<file path="src/rtl/alert_scheduler.sv">
// ============================================================================
// alert_scheduler
// Arbitrates threat-sensor sources onto a single green/yellow/red pulse line.
// Optional: define ALERT_SCHED_LOCK_EN to lock out stimulus on FAIL/EXPANSION.
// Revision: 1.0
// ============================================================================
`default_nettype none

module alert_scheduler #(
    parameter int N_SRC       = 4,
    parameter int HOLD_CYCLES = 3,
    parameter int GAP_CYCLES  = 1
) (
    input  logic                 clock,
    input  logic                 reset,
    input  logic [N_SRC-1:0]     req,
    input  logic [2*N_SRC-1:0]   color,
    input  logic [3:0]           llm_state,
    output logic                 green,
    output logic                 red,
    output logic                 yellow,
    output logic [N_SRC-1:0]     grant,
    output logic                 busy,
    output logic                 locked
);

    localparam int         c_PTR_W = (N_SRC > 1) ? $clog2(N_SRC) : 1;
    localparam logic [5:0] c_HOLD  = 6'(HOLD_CYCLES);
    localparam logic [5:0] c_GAP   = 6'(GAP_CYCLES);
    localparam logic [1:0] c_GREEN = 2'b01;
    localparam logic [1:0] c_YEL   = 2'b10;
    localparam logic [1:0] c_RED   = 2'b11;

    typedef enum logic [1:0] {
        S_IDLE   = 2'd0,
        S_HOLD   = 2'd1,
        S_GAP    = 2'd2,
        S_LOCKED = 2'd3
    } state_t;

    state_t               r_state, w_state;
    logic [c_PTR_W-1:0]   r_ptr,   w_ptr;
    logic [5:0]           r_cnt,   w_cnt;
    logic [1:0]           r_col,   w_col;
    logic [N_SRC-1:0]     r_grant, w_grant;

    logic [N_SRC-1:0]     w_red_v, w_yel_v, w_grn_v;
    logic [c_PTR_W:0]     w_red_pick, w_yel_pick, w_grn_pick;
    logic                 w_sel_found;
    logic [c_PTR_W-1:0]   w_sel_idx;
    logic [1:0]           w_sel_col;

    // Returns {found, index} of the first set bit at or after p, wrapping.
    function automatic logic [c_PTR_W:0] rr_pick(input logic [N_SRC-1:0] v,
                                                 input logic [c_PTR_W-1:0] p);
        logic [c_PTR_W:0] res;
        int               j;
        res = '0;
        for (int k = N_SRC - 1; k >= 0; k--) begin
            j = (int'(p) + k) % N_SRC;
            if (v[c_PTR_W'(j)]) res = {1'b1, c_PTR_W'(j)};
        end
        return res;
    endfunction

    function automatic logic [c_PTR_W-1:0] ptr_inc(input logic [c_PTR_W-1:0] p);
        if (p == c_PTR_W'(N_SRC - 1)) return '0;
        return p + 1'b1;
    endfunction

    always_comb begin
        w_red_v = '0;
        w_yel_v = '0;
        w_grn_v = '0;
        for (int i = 0; i < N_SRC; i++) begin
            w_red_v[i] = req[i] && (color[2*i +: 2] == c_RED);
            w_yel_v[i] = req[i] && (color[2*i +: 2] == c_YEL);
            w_grn_v[i] = req[i] && (color[2*i +: 2] == c_GREEN);
        end
    end

    assign w_red_pick = rr_pick(w_red_v, r_ptr);
    assign w_yel_pick = rr_pick(w_yel_v, r_ptr);
    assign w_grn_pick = rr_pick(w_grn_v, r_ptr);

    always_comb begin
        w_sel_found = 1'b1;
        w_sel_idx   = w_grn_pick[c_PTR_W-1:0];
        w_sel_col   = c_GREEN;
        if (w_red_pick[c_PTR_W]) begin
            w_sel_idx = w_red_pick[c_PTR_W-1:0];
            w_sel_col = c_RED;
        end else if (w_yel_pick[c_PTR_W]) begin
            w_sel_idx = w_yel_pick[c_PTR_W-1:0];
            w_sel_col = c_YEL;
        end else if (!w_grn_pick[c_PTR_W]) begin
            w_sel_found = 1'b0;
        end
    end

    always_comb begin
        w_state = r_state;
        w_ptr   = r_ptr;
        w_cnt   = r_cnt;
        w_col   = r_col;
        w_grant = '0;
        case (r_state)
            S_IDLE: begin
                w_col = 2'b00;
                if (w_sel_found) begin
                    w_state            = S_HOLD;
                    w_cnt              = 6'd1;
                    w_col              = w_sel_col;
                    w_grant[w_sel_idx] = 1'b1;
                    w_ptr              = ptr_inc(w_sel_idx);
                end
            end
            S_HOLD: begin
                // Red preemption outranks the normal end of a pulse.
                if (r_col != c_RED && w_red_pick[c_PTR_W]) begin
                    w_cnt                              = 6'd1;
                    w_col                              = c_RED;
                    w_grant[w_red_pick[c_PTR_W-1:0]]   = 1'b1;
                    w_ptr                              = ptr_inc(w_red_pick[c_PTR_W-1:0]);
                end else if (r_cnt == c_HOLD) begin
                    w_col = 2'b00;
                    if (GAP_CYCLES > 0) begin
                        w_state = S_GAP;
                        w_cnt   = 6'd1;
                    end else begin
                        w_state = S_IDLE;
                        w_cnt   = 6'd0;
                    end
                end else begin
                    w_cnt = r_cnt + 6'd1;
                end
            end
            S_GAP: begin
                w_col = 2'b00;
                if (r_cnt == c_GAP) begin
                    w_state = S_IDLE;
                    w_cnt   = 6'd0;
                end else begin
                    w_cnt = r_cnt + 6'd1;
                end
            end
            default: begin
                w_col = 2'b00;
                w_cnt = 6'd0;
            end
        endcase
`ifdef ALERT_SCHED_LOCK_EN
        if (llm_state == 4'b0100 || llm_state == 4'b0101) begin
            w_state = S_LOCKED;
            w_col   = 2'b00;
            w_cnt   = 6'd0;
            w_grant = '0;
        end
`endif
    end

    always_ff @(posedge clock or posedge reset) begin
        if (reset) begin
            r_state <= S_IDLE;
            r_ptr   <= '0;
            r_cnt   <= 6'd0;
            r_col   <= 2'b00;
            r_grant <= '0;
        end else begin
            r_state <= w_state;
            r_ptr   <= w_ptr;
            r_cnt   <= w_cnt;
            r_col   <= w_col;
            r_grant <= w_grant;
        end
    end

    assign green  = (r_col == c_GREEN);
    assign yellow = (r_col == c_YEL);
    assign red    = (r_col == c_RED);
    assign grant  = r_grant;
    assign busy   = (r_state == S_HOLD) || (r_state == S_GAP);

`ifdef ALERT_SCHED_LOCK_EN
    assign locked = (r_state == S_LOCKED);
`else
    logic w_unused_llm_state;
    assign w_unused_llm_state = ^llm_state;
    assign locked = 1'b0;
`endif

endmodule

`default_nettype wire

</file>
<file path="config.mk">
export PLATFORM = sky130hd
export DESIGN_NAME = alert_scheduler
export DESIGN_NICKNAME = d
export VERILOG_FILES = /design/src/rtl/alert_scheduler.sv
export SDC_FILE = /design/constraint.sdc
export NUM_CORES = 1
export LEC_CHECK = 0
export ABC_AREA = 0
export CORE_ASPECT_RATIO = 1.25
export CORE_MARGIN = 2
export CORE_UTILIZATION = 50
export CTS_CLUSTER_SIZE = 40
export DETAILED_ROUTE_END_ITERATION = 10
export PLACE_DENSITY = 0.75
export SLEW_MARGIN = 20
export SYNTH_ARGS = -nofsm -noshare
export SYNTH_HDL_FRONTEND = slang
export SYNTH_SLANG_ARGS = --single-unit
</file>
<file path="constraint.sdc">
create_clock -name clock -period 3.8 [get_ports clock]
set_input_delay 0.76 -clock clock [delete_from_list [all_inputs] [get_ports clock]]
set_output_delay 0.76 -clock clock [all_outputs]
set_load 0.02 [all_outputs]
</file>
==> results of run 1 <==
[power groups by stage]
stage	Combinational (mW)	Sequential, mW	Clock, mW
after floorplan	0.424	0.281	0
after global placement	0.567	0.295	0
after detailed placement	0.587	0.297	0
after CTS	0.589	0.294	0.117
after global routing	0.649	0.305	0.128
final	0.588	0.296	0.116
[registers in the layout, summed over array words and instances, names as in the netlist]
register and cells:
r_state 2, grant 4, r_ptr 2, r_col 2, r_cnt 6
[metrics by stage]
stage / util [%] / hold slack [ns] / cell area [sq um] / power [mW] / instances
floorplan: - / 0.522 / 1530 / 0.705 / 174
global placement: 60.4 / 0.553 / 1760 / 0.862 / 228
detailed placement: 60.4 / 0.586 / 1760 / 0.883 / 228
CTS: 61.6 / 0.605 / 1800 / 0.999 / 232
global route: 61.6 / 0.633 / 1800 / 1.08 / 232
finish: 61.6 / 0.602 / 1800 / 0.999 / 232
[metal layers]
layer  global-route usage (%)  vias up  wire length, microns
met1                     22.4      703                  1350
met4                     15.1        0                   145
li1                         -      722                     -
met5                        0        -                     0
met3                     3.62       13                   106
met2                     44.1       37                  1990
[worst min-delay path, stage by stage, from the launching register on]
cell	delay, ns
dfrtp_1	0.41
nor2_1	0.11
a21oi_1	0.05
[cells by family (layout without fill, tap and decap cells)]
family	Yosys count	count (layout)	synth area share, %
multiplexers	2	2	1.31
buffers and inverters	15	37	4.59
AO/OA/AOI/OAI	52	52	25.7
flip-flops	16	16	26.2
adder cells (fa/ha/maj)	14	14	11.5
other	1	1	0.245
AND/OR/NAND/NOR	74	74	30.5
[synthesized netlist by cell type (2+ instances only)]
| cell type | count |
|---|---|
| a41oi_1 | 3 |
| inv_1 | 11 |
| nand2_1 | 11 |
| nand4_1 | 2 |
| a211oi_1 | 2 |
| a221oi_1 | 3 |
| a21oi_1 | 11 |
| nor4_2 | 2 |
| a22o_1 | 5 |
| nor2_1 | 10 |
| nor3_1 | 3 |
| and4_1 | 3 |
| mux2i_1 | 2 |
| nand4b_1 | 5 |
| a211o_1 | 2 |
| ha_1 | 14 |
| and3b_1 | 2 |
| nand3b_1 | 7 |
| dfrtp_1 | 16 |
| o221a_2 | 2 |
| buf_2 | 2 |
| nor2b_1 | 2 |
| o21ai_0 | 7 |
| o211ai_1 | 2 |
| or3_1 | 4 |
| nor4_1 | 2 |
| nand3_1 | 10 |
| a21o_1 | 2 |
[final timing paths]
kind / end / slack, ns
worst min register to register: r_col[1] / 0.60
worst max-delay path: r_ptr[1] / 0.80
min in group asynchronous: r_cnt[1] / 0.82
worst max register to register: r_ptr[1] / 1.26
worst min-delay path: r_col[1] / 0.60
max in group asynchronous: r_ptr[0] / 2.59
[final cells by class]
type / instances / area, sq um
Fill cell: 274 / 1120
Multi-Input combinational cell: 143 / 1060
Sequential cell: 16 / 400
Timing Repair Buffer: 22 / 218
Tap cell: 36 / 45.0
Inverter: 11 / 41.3
Clock buffer: 4 / 36.3
==> results.yml, run 1 <==
floorplanning:
  start_util_pct: 52.4
  die_w_microns: 53.4
  die_area_sq_mm: 0.00352
  rows: 22
  ios: 27
  core_sq_mm: 0.00292
  die_y_microns: 65.8
synthesis:
  synth_edf_count: 0
  syn_inst: 174
  syn-num-nets: 206
  yosys.area.top_type: "dfrtp_1"
  async_flop_share_pct: 100
  yosysSeqAreaShare_pct: 26.2
  synth_top_area_share_pct: 26.2
  synth_ff_type: "dfrtp_1"
  synth_area_sq_mm: 0.00153
  yosysWarningCount: 0
  syn-mean-instance-area_sq_um: 8.78
  ys_seq_elements: 16
  synth_cell_types: 55
  synth.area.top_cells: "dfrtp_1, ha_1, a21oi_1, nand3b_1, nand3_1"
placement:
  portBuffers: 21
  gp_congestion: 0.830
  post-place-ws_ns: 0.502
  hpwl_microns: 2880
worst_setup_path:
  start_kind: "input pin"
  rr_startpoint: "r_ptr[1]"
  critPathMaxFanout: 6
  cp_top_family: "simple AND/OR/NAND/NOR gates"
  max_stage_delay_ns: 0.54
  endpoint_kind: "flip-flop"
  reg2reg_depth: 7
  setup.worst_path.start: "color[6]"
  cp.arrival_ns: 3.18
  path_depth: 8
  path_cells: "clkdlybuf4s50_1 > and3b_1 > and4b_1 > nand2_1 > o221ai_1 > inv_1 > ha_1 > o221a_2"
  cp_slowest_cell: "clkdlybuf4s50_1"
  crit_type: "input pin to flip-flop"
  required_ns: 3.99
  cp_num_buf_inv: 2
routing:
  drcViolationCount: 0
  detail-route-antenna-nets: 0
  vias_per_cell: 6.36
  wl_per_cell_microns: 15.5
  firstDrtPassIters: 4
  vias: 1475
  drtIter0Drc: 43
  routed_wl_microns: 3590
power:
  seqPwrFrac_pct: 29.6
  switchingPower_uw: 452
  cellPowerDensity_mw_per_mm2: 556
  p_comb_share_pct: 58.8
  sw_frac_of_total_pct: 45.3
  intPower_uw: 547
  leakage_nw: 0.773
  p_clk_share_pct: 11.6
  ir_worst_vdd_mv: 0.227
cts:
  clock_latency_ns: 0.29
  post_cts_buffers: 0
  cts_root_buffer: "clkbuf_4"
  postCtsHoldBufs: 0
  clock_path_buffers: 2
  h-tree-depth: 1
  clkSlewWorstSetupHoldPaths_ns: 0.10
  cts_tree: "yes"
  cts.repair.resized: 0
  cts_made_buffers: 3
  cts.sinks: 16
min_path:
  hold_depth: 2
  worstHoldStart: "r_col[1]"
  hp-class: "flip-flop to flip-flop"
flow_run:
  maxCapViolCount: 0
final_layout:
  layout_common_cells: "clkdlybuf4s50_1, dfrtp_1, ha_1"
  final_common_cell: "clkdlybuf4s50_1"
  diodes: 0
  drive_above_1_share_pct: 9.18
  fin_nets: 229
  areaGrowthSynthToFinish_pct: 17.7
timing:
  setup_tns_ns: 0
  clock.fmax_ghz: 0.334
  hold_viol: 0
  drv_slew: 0
  worstMarginPinSlew_ns: 0.602
  rsz0062_at_grt: "no"
  min_period_ns: 3.00
  setup_viol: 0
  layout_setup_ws_ns: 0.804
  finalCritPeriodShare_pct: 78.8
  slew_headroom_pct: 59.8
  skew_ns: 0.00605
grt:
  grt.total_usage_pct: 23.4
  grt_max_degree: 17
  grt-ovfl-total: 0
  antenna_found_initial: 0
  grt_pass1_wl_microns: 6150
  grt_pass1_vias: 1491
status:
  status: "finished clean"
No activity file was read; power rests on OpenSTA's default activity.
==> run 2: changes to the inputs <==
--- a/config.mk
+++ b/config.mk
@@ -8,10 +8,10 @@
 export ABC_AREA = 0
 export CORE_ASPECT_RATIO = 1.25
 export CORE_MARGIN = 2
-export CORE_UTILIZATION = 50
+export CORE_UTILIZATION = 48
 export CTS_CLUSTER_SIZE = 40
 export DETAILED_ROUTE_END_ITERATION = 10
-export PLACE_DENSITY = 0.75
+export PLACE_DENSITY = 0.76
 export SLEW_MARGIN = 20
 export SYNTH_ARGS = -nofsm -noshare
 export SYNTH_HDL_FRONTEND = slang
==> constraint.sdc (replaced) <==
create_clock -name clock -period 2.6 [get_ports clock]
set_input_delay 0.52 -clock clock [delete_from_list [all_inputs] [get_ports clock]]
set_output_delay 0.52 -clock clock [all_outputs]
set_load 0.02 [all_outputs]
==> results.yml, run 2 (synthesis results as in run 1) <==
timing:
  rsz0062_at_grt: "no"
  layout_setup_ws_ns: 0.0954
  worstMarginPinSlew_ns: 0.592
  setup_viol: 0
  skew_ns: 0.0116
  clock.fmax_ghz: 0.399
  finalCritPeriodShare_pct: 96.3
  hold_viol: 0
  slew_headroom_pct: 60.5
  min_period_ns: 2.50
  setup_tns_ns: 0
  drv_slew: 0
routing:
  vias: 1621
  routed_wl_microns: 4150
  detail-route-antenna-nets: 0
  wl_per_cell_microns: 15.6
  drcViolationCount: 0
  drtIter0Drc: 35
  firstDrtPassIters: 4
  vias_per_cell: 6.09
floorplanning:
  rows: 22
  start_util_pct: 50.9
  die_y_microns: 67.1
  core_sq_mm: 0.00300
  die_area_sq_mm: 0.00365
  die_w_microns: 54.5
  ios: 27
status:
  status: "finished clean"
worst_setup_path:
  rr_startpoint: "r_ptr[1]"
  reg2reg_slack_ns: 0.36
  rr_endpoint: "r_ptr[1]"
  path_cells: "clkdlybuf4s50_1 > buf_4 > nand3b_1 > a21oi_1 > or2_2 > a221oi_1 > or3_4 > ha_1 > o221a_2"
  cp_slowest_cell: "clkdlybuf4s50_1"
  cp_top_family: "compound AO/OA/AOI/OAI gates"
  max_stage_delay_ns: 0.50
  cp.arrival_ns: 2.68
  crit_type: "input pin to flip-flop"
  endpoint_kind: "flip-flop"
  critPathMaxFanout: 4
  reg2reg_depth: 8
  cp_num_buf_inv: 2
  setup.worst_path.start: "color[3]"
  required_ns: 2.78
  start_kind: "input pin"
cts:
  cts.sinks: 16
  h-tree-depth: 1
  clock_path_buffers: 2
  post_cts_buffers: 0
  cts_tree: "yes"
  cts_root_buffer: "clkbuf_4"
  clkSlewWorstSetupHoldPaths_ns: 0.10
  cts_made_buffers: 3
  clock_latency_ns: 0.29
grt:
  grt_max_degree: 17
  grt.total_usage_pct: 25.6
  grt_pass1_wl_microns: 6840
  antenna_found_initial: 0
  grt_pass1_vias: 1586
  grt-ovfl-total: 0
final_layout:
  fin_nets: 263
  final_common_cell: "buf_4"
  fin_area_sq_mm: 0.00207
  largest_register_ffs: 6
  areaGrowthSynthToFinish_pct: 35.8
  drive_above_1_share_pct: 23.9
  layout_common_cells: "buf_4, dfrtp_1, clkdlybuf4s50_1, ha_1"
  fillCellCount: 239
  largest-register: "r_cnt"
  multi_input_area_sq_mm: 0.00107
  regArea_sq_um: 400
  diodes: 0
flow_run:
  maxCapViolCount: 0
power:
  switchingPower_uw: 700
  seqPwrFrac_pct: 26.7
  p_comb_share_pct: 62.8
  ir_worst_vdd_mv: 0.556
  p_clk_share_pct: 10.5
  sw_frac_of_total_pct: 44.6
  leakage_nw: 0.982
  cellPowerDensity_mw_per_mm2: 757
  power_mw: 1.57
  intPower_uw: 870
placement:
  post-place-ws_ns: -0.312
  portBuffers: 21
  dpl_cell_area_sq_mm: 0.00202
  gp_congestion: 0.884
  hpwl_microns: 3380
min_path:
  hp-class: "input pin to async pin"
[run 2: how the worst max path moves through the flow]
stage	to	slack, ns	depth (start not counted)
4_1_cts	r_ptr[1]	0.02	9
6_report	r_ptr[1]	0.1	9
3_5_place_dp	r_ptr[1]	-0.31	8
3_3_place_gp	r_ptr[1]	-0.29	8
5_1_grt	r_ptr[1]	0.005	9
2_1_floorplan	r_ptr[1]	0.36	8
[run 2: layout make-up]
cell class,count,area share (%)
clock buffer,4,1.75
sequential,16,19.3
tap,36,2.17
multi-input combinational,143,51.4
timing repair buffer,56,23.3
inverter,11,1.99
[run 2: what timing repair did]
item                                    CTS  global route
hold buffers                              0             0
pin swaps                                 0             2
cloned                                    0             0
gates resized for setup                   1             8
hold endpoints to repair                  0             0
endpoints found under the setup margin    1             3
[run 2: per-stage QoR]
step | hold WS (ns) | std cells | util, %
after detailed placement | 0.557 | 262 | 67.2
final | 0.581 | 266 | 69.1
after global routing | 0.600 | 266 | 69.1
after floorplan | 0.434 | 174 | -
after CTS | 0.582 | 266 | 68.4
after global placement | 0.550 | 262 | 67.2
[run 2: layer usage]
layer  part of all wire (%)  up-vias  track usage (%)
met2                     58       27             49.7
li1                       -      793                -
met3                    1.5        8             1.57
met5                      0        -                0
met1                     38      793             26.6
met4                    2.2        0             11.3
[run 2: power by group through the flow]
| stage | clock, mW | sequential, mW | combinational, mW |
|---|---|---|---|
| CTS | 0.167 | 0.415 | 0.981 |
| global route | 0.181 | 0.432 | 1.08 |
| global placement | 0 | 0.414 | 0.930 |
| finish | 0.165 | 0.419 | 0.986 |
| detailed placement | 0 | 0.419 | 0.974 |
| floorplan | 0 | 0.411 | 0.619 |
==> run 3: changes to the inputs <==
--- a/config.mk
+++ b/config.mk
@@ -11,6 +11,7 @@
 export CORE_UTILIZATION = 48
 export CTS_CLUSTER_SIZE = 40
 export DETAILED_ROUTE_END_ITERATION = 10
+export GPL_ROUTABILITY_DRIVEN = 0
 export PLACE_DENSITY = 0.76
 export SLEW_MARGIN = 20
 export SYNTH_ARGS = -nofsm -noshare
==> results.yml, run 3 (synthesis results as in run 1) <==
placement:
  portBuffers: 21
  post-place-ws_ns: -0.252
  dp.cells: 262
  dpl_cell_area_sq_mm: 0.00202
  hpwl_microns: 3400
cts:
  clock_path_buffers: 2
  clkSlewWorstSetupHoldPaths_ns: 0.10
  clock_latency_ns: 0.29
  post_cts_buffers: 0
  h-tree-depth: 1
  postCtsHoldBufs: 0
  cts_root_buffer: "clkbuf_4"
  cts_tree: "yes"
  cts_made_buffers: 3
  cts.sinks: 16
  cts.repair.resized: 0
final_layout:
  fin_area_sq_mm: 0.00208
  utilization_pct: 69.4
  diodes: 0
  layout_common_cells: "buf_4, clkdlybuf4s50_1, dfrtp_1, ha_1"
  drive_above_1_share_pct: 24.3
  largest_register_ffs: 6
  largest-register: "r_cnt"
  areaGrowthSynthToFinish_pct: 36.4
  fin_nets: 263
  stdcell_count: 266
  final_common_cell: "buf_4"
min_path:
  hp-class: "flip-flop to flip-flop"
  whs_endpoint: "r_cnt[5]"
  worstHoldStart: "r_cnt[5]"
  hold_depth: 1
floorplanning:
  die_area_sq_mm: 0.00365
  start_util_pct: 50.9
  rows: 22
  die_w_microns: 54.5
  die_y_microns: 67.1
  core_sq_mm: 0.00300
  ios: 27
power:
  switchingPower_uw: 699
  cellPowerDensity_mw_per_mm2: 758
  power_mw: 1.58
  p_comb_share_pct: 63.5
  p_clk_share_pct: 10.6
  ir_worst_vdd_mv: 0.582
  seqPwrFrac_pct: 25.9
  leakage_nw: 0.976
  intPower_uw: 880
  sw_frac_of_total_pct: 44.3
worst_setup_path:
  crit_type: "input pin to flip-flop"
  reg2reg_depth: 8
  reg2reg_slack_ns: 0.34
  critPathMaxFanout: 5
  path_cells: "clkdlybuf4s50_1 > and3b_1 > and4b_1 > nand2_1 > a221oi_1 > or3_1 > ha_1 > o221a_2"
  endpoint_kind: "flip-flop"
  required_ns: 2.78
  cp_slowest_cell: "clkdlybuf4s50_1"
  rr_startpoint: "r_ptr[1]"
  max_stage_delay_ns: 0.53
  rr_endpoint: "r_ptr[1]"
  cp_top_family: "simple AND/OR/NAND/NOR gates"
  cp.arrival_ns: 2.75
  cp_num_buf_inv: 1
  start_kind: "input pin"
timing:
  finalCritPeriodShare_pct: 98.5
  min_period_ns: 2.56
  worstMarginPinSlew_ns: 0.617
  skew_ns: 0.00428
  clock.fmax_ghz: 0.390
  drv_slew: 0
  layout_setup_ws_ns: 0.0380
  setup_viol: 0
  hold_viol: 0
  slew_headroom_pct: 58.8
grt:
  grt.total_usage_pct: 25.5
  grt-ovfl-total: 0
  grt_pass1_wl_microns: 6910
  grt_pass1_vias: 1673
  antenna_found_initial: 0
  grt_max_degree: 17
status:
  status: "finished clean"
routing:
  wl_per_cell_microns: 15.9
  vias_per_cell: 6.19
  vias: 1646
  firstDrtPassIters: 4
  routed_wl_microns: 4230
  detail-route-antenna-nets: 0
  drcViolationCount: 0
  drtIter0Drc: 46
flow_run:
  maxCapViolCount: 0
## run 3: cell types whose count changed in the layout (fill, tap and decap cells not counted), sizes merged
cell           change
dlymetal6s2s       -1
clkdlybuf4s50      +2
dlygate4sd2        -1
## run 3: worst reg2reg max path, stage by stage (launching register included)
cell      delay [ns]
dfrtp_1         0.40
buf_4           0.17
nand4b_1        0.18
a21oi_1         0.21
nor2_1          0.05
o21ba_2         0.20
or3_1           0.37
ha_1            0.29
o221a_2         0.29
## run 3: power by group through the flow
| stage | registers [mW] | clock network, mW | logic, mW |
|---|---|---|---|
| after floorplan | 0.411 | 0 | 0.619 |
| after global placement | 0.406 | 0 | 0.945 |
| after detailed placement | 0.409 | 0 | 0.988 |
| after CTS | 0.406 | 0.170 | 0.990 |
| after global routing | 0.421 | 0.183 | 1.09 |
| final | 0.408 | 0.168 | 1.00 |
## run 3: worst max path at each step
stage | startpoint | to | slack [ns] | cells after the start
CTS | color[1] | r_ptr[1] | 0.06 | 10
global route | color[6] | r_ptr[1] | -0.02 | 8
floorplan | req[3] | r_ptr[1] | 0.36 | 8
finish | color[6] | r_ptr[1] | 0.04 | 8
global placement | req[0] | r_ptr[1] | -0.24 | 8
detailed placement | color[1] | r_ptr[1] | -0.25 | 10
## run 3: final cells by class
| class | count | area [sq um] |
|---|---|---|
| clock buffer | 4 | 36.3 |
| fill | 238 | 917 |
| inverter | 11 | 41.3 |
| multi-input combinational | 143 | 1080 |
| sequential | 16 | 400 |
| tap | 36 | 45.0 |
| timing repair buffer | 56 | 483 |
## run 3: metrics by stage
step	setup TNS, ns	hold slack (ns)
6_report	0	0.591
4_1_cts	0	0.586
3_5_place_dp	-0.946	0.553
2_1_floorplan	0	0.434
3_3_place_gp	-0.684	0.549
5_1_grt	-0.0160	0.597
## run 3: metal layers
| layer | global-route usage, % | share of wire, % | up-vias |
|---|---|---|---|
| met4 | 13.4 | 3.3 | 0 |
| met3 | 1.35 | 2.2 | 12 |
| met2 | 50.0 | 57 | 43 |
| met5 | 0 | 0 | - |
| met1 | 25.2 | 37 | 798 |
| li1 | - | - | 793 |
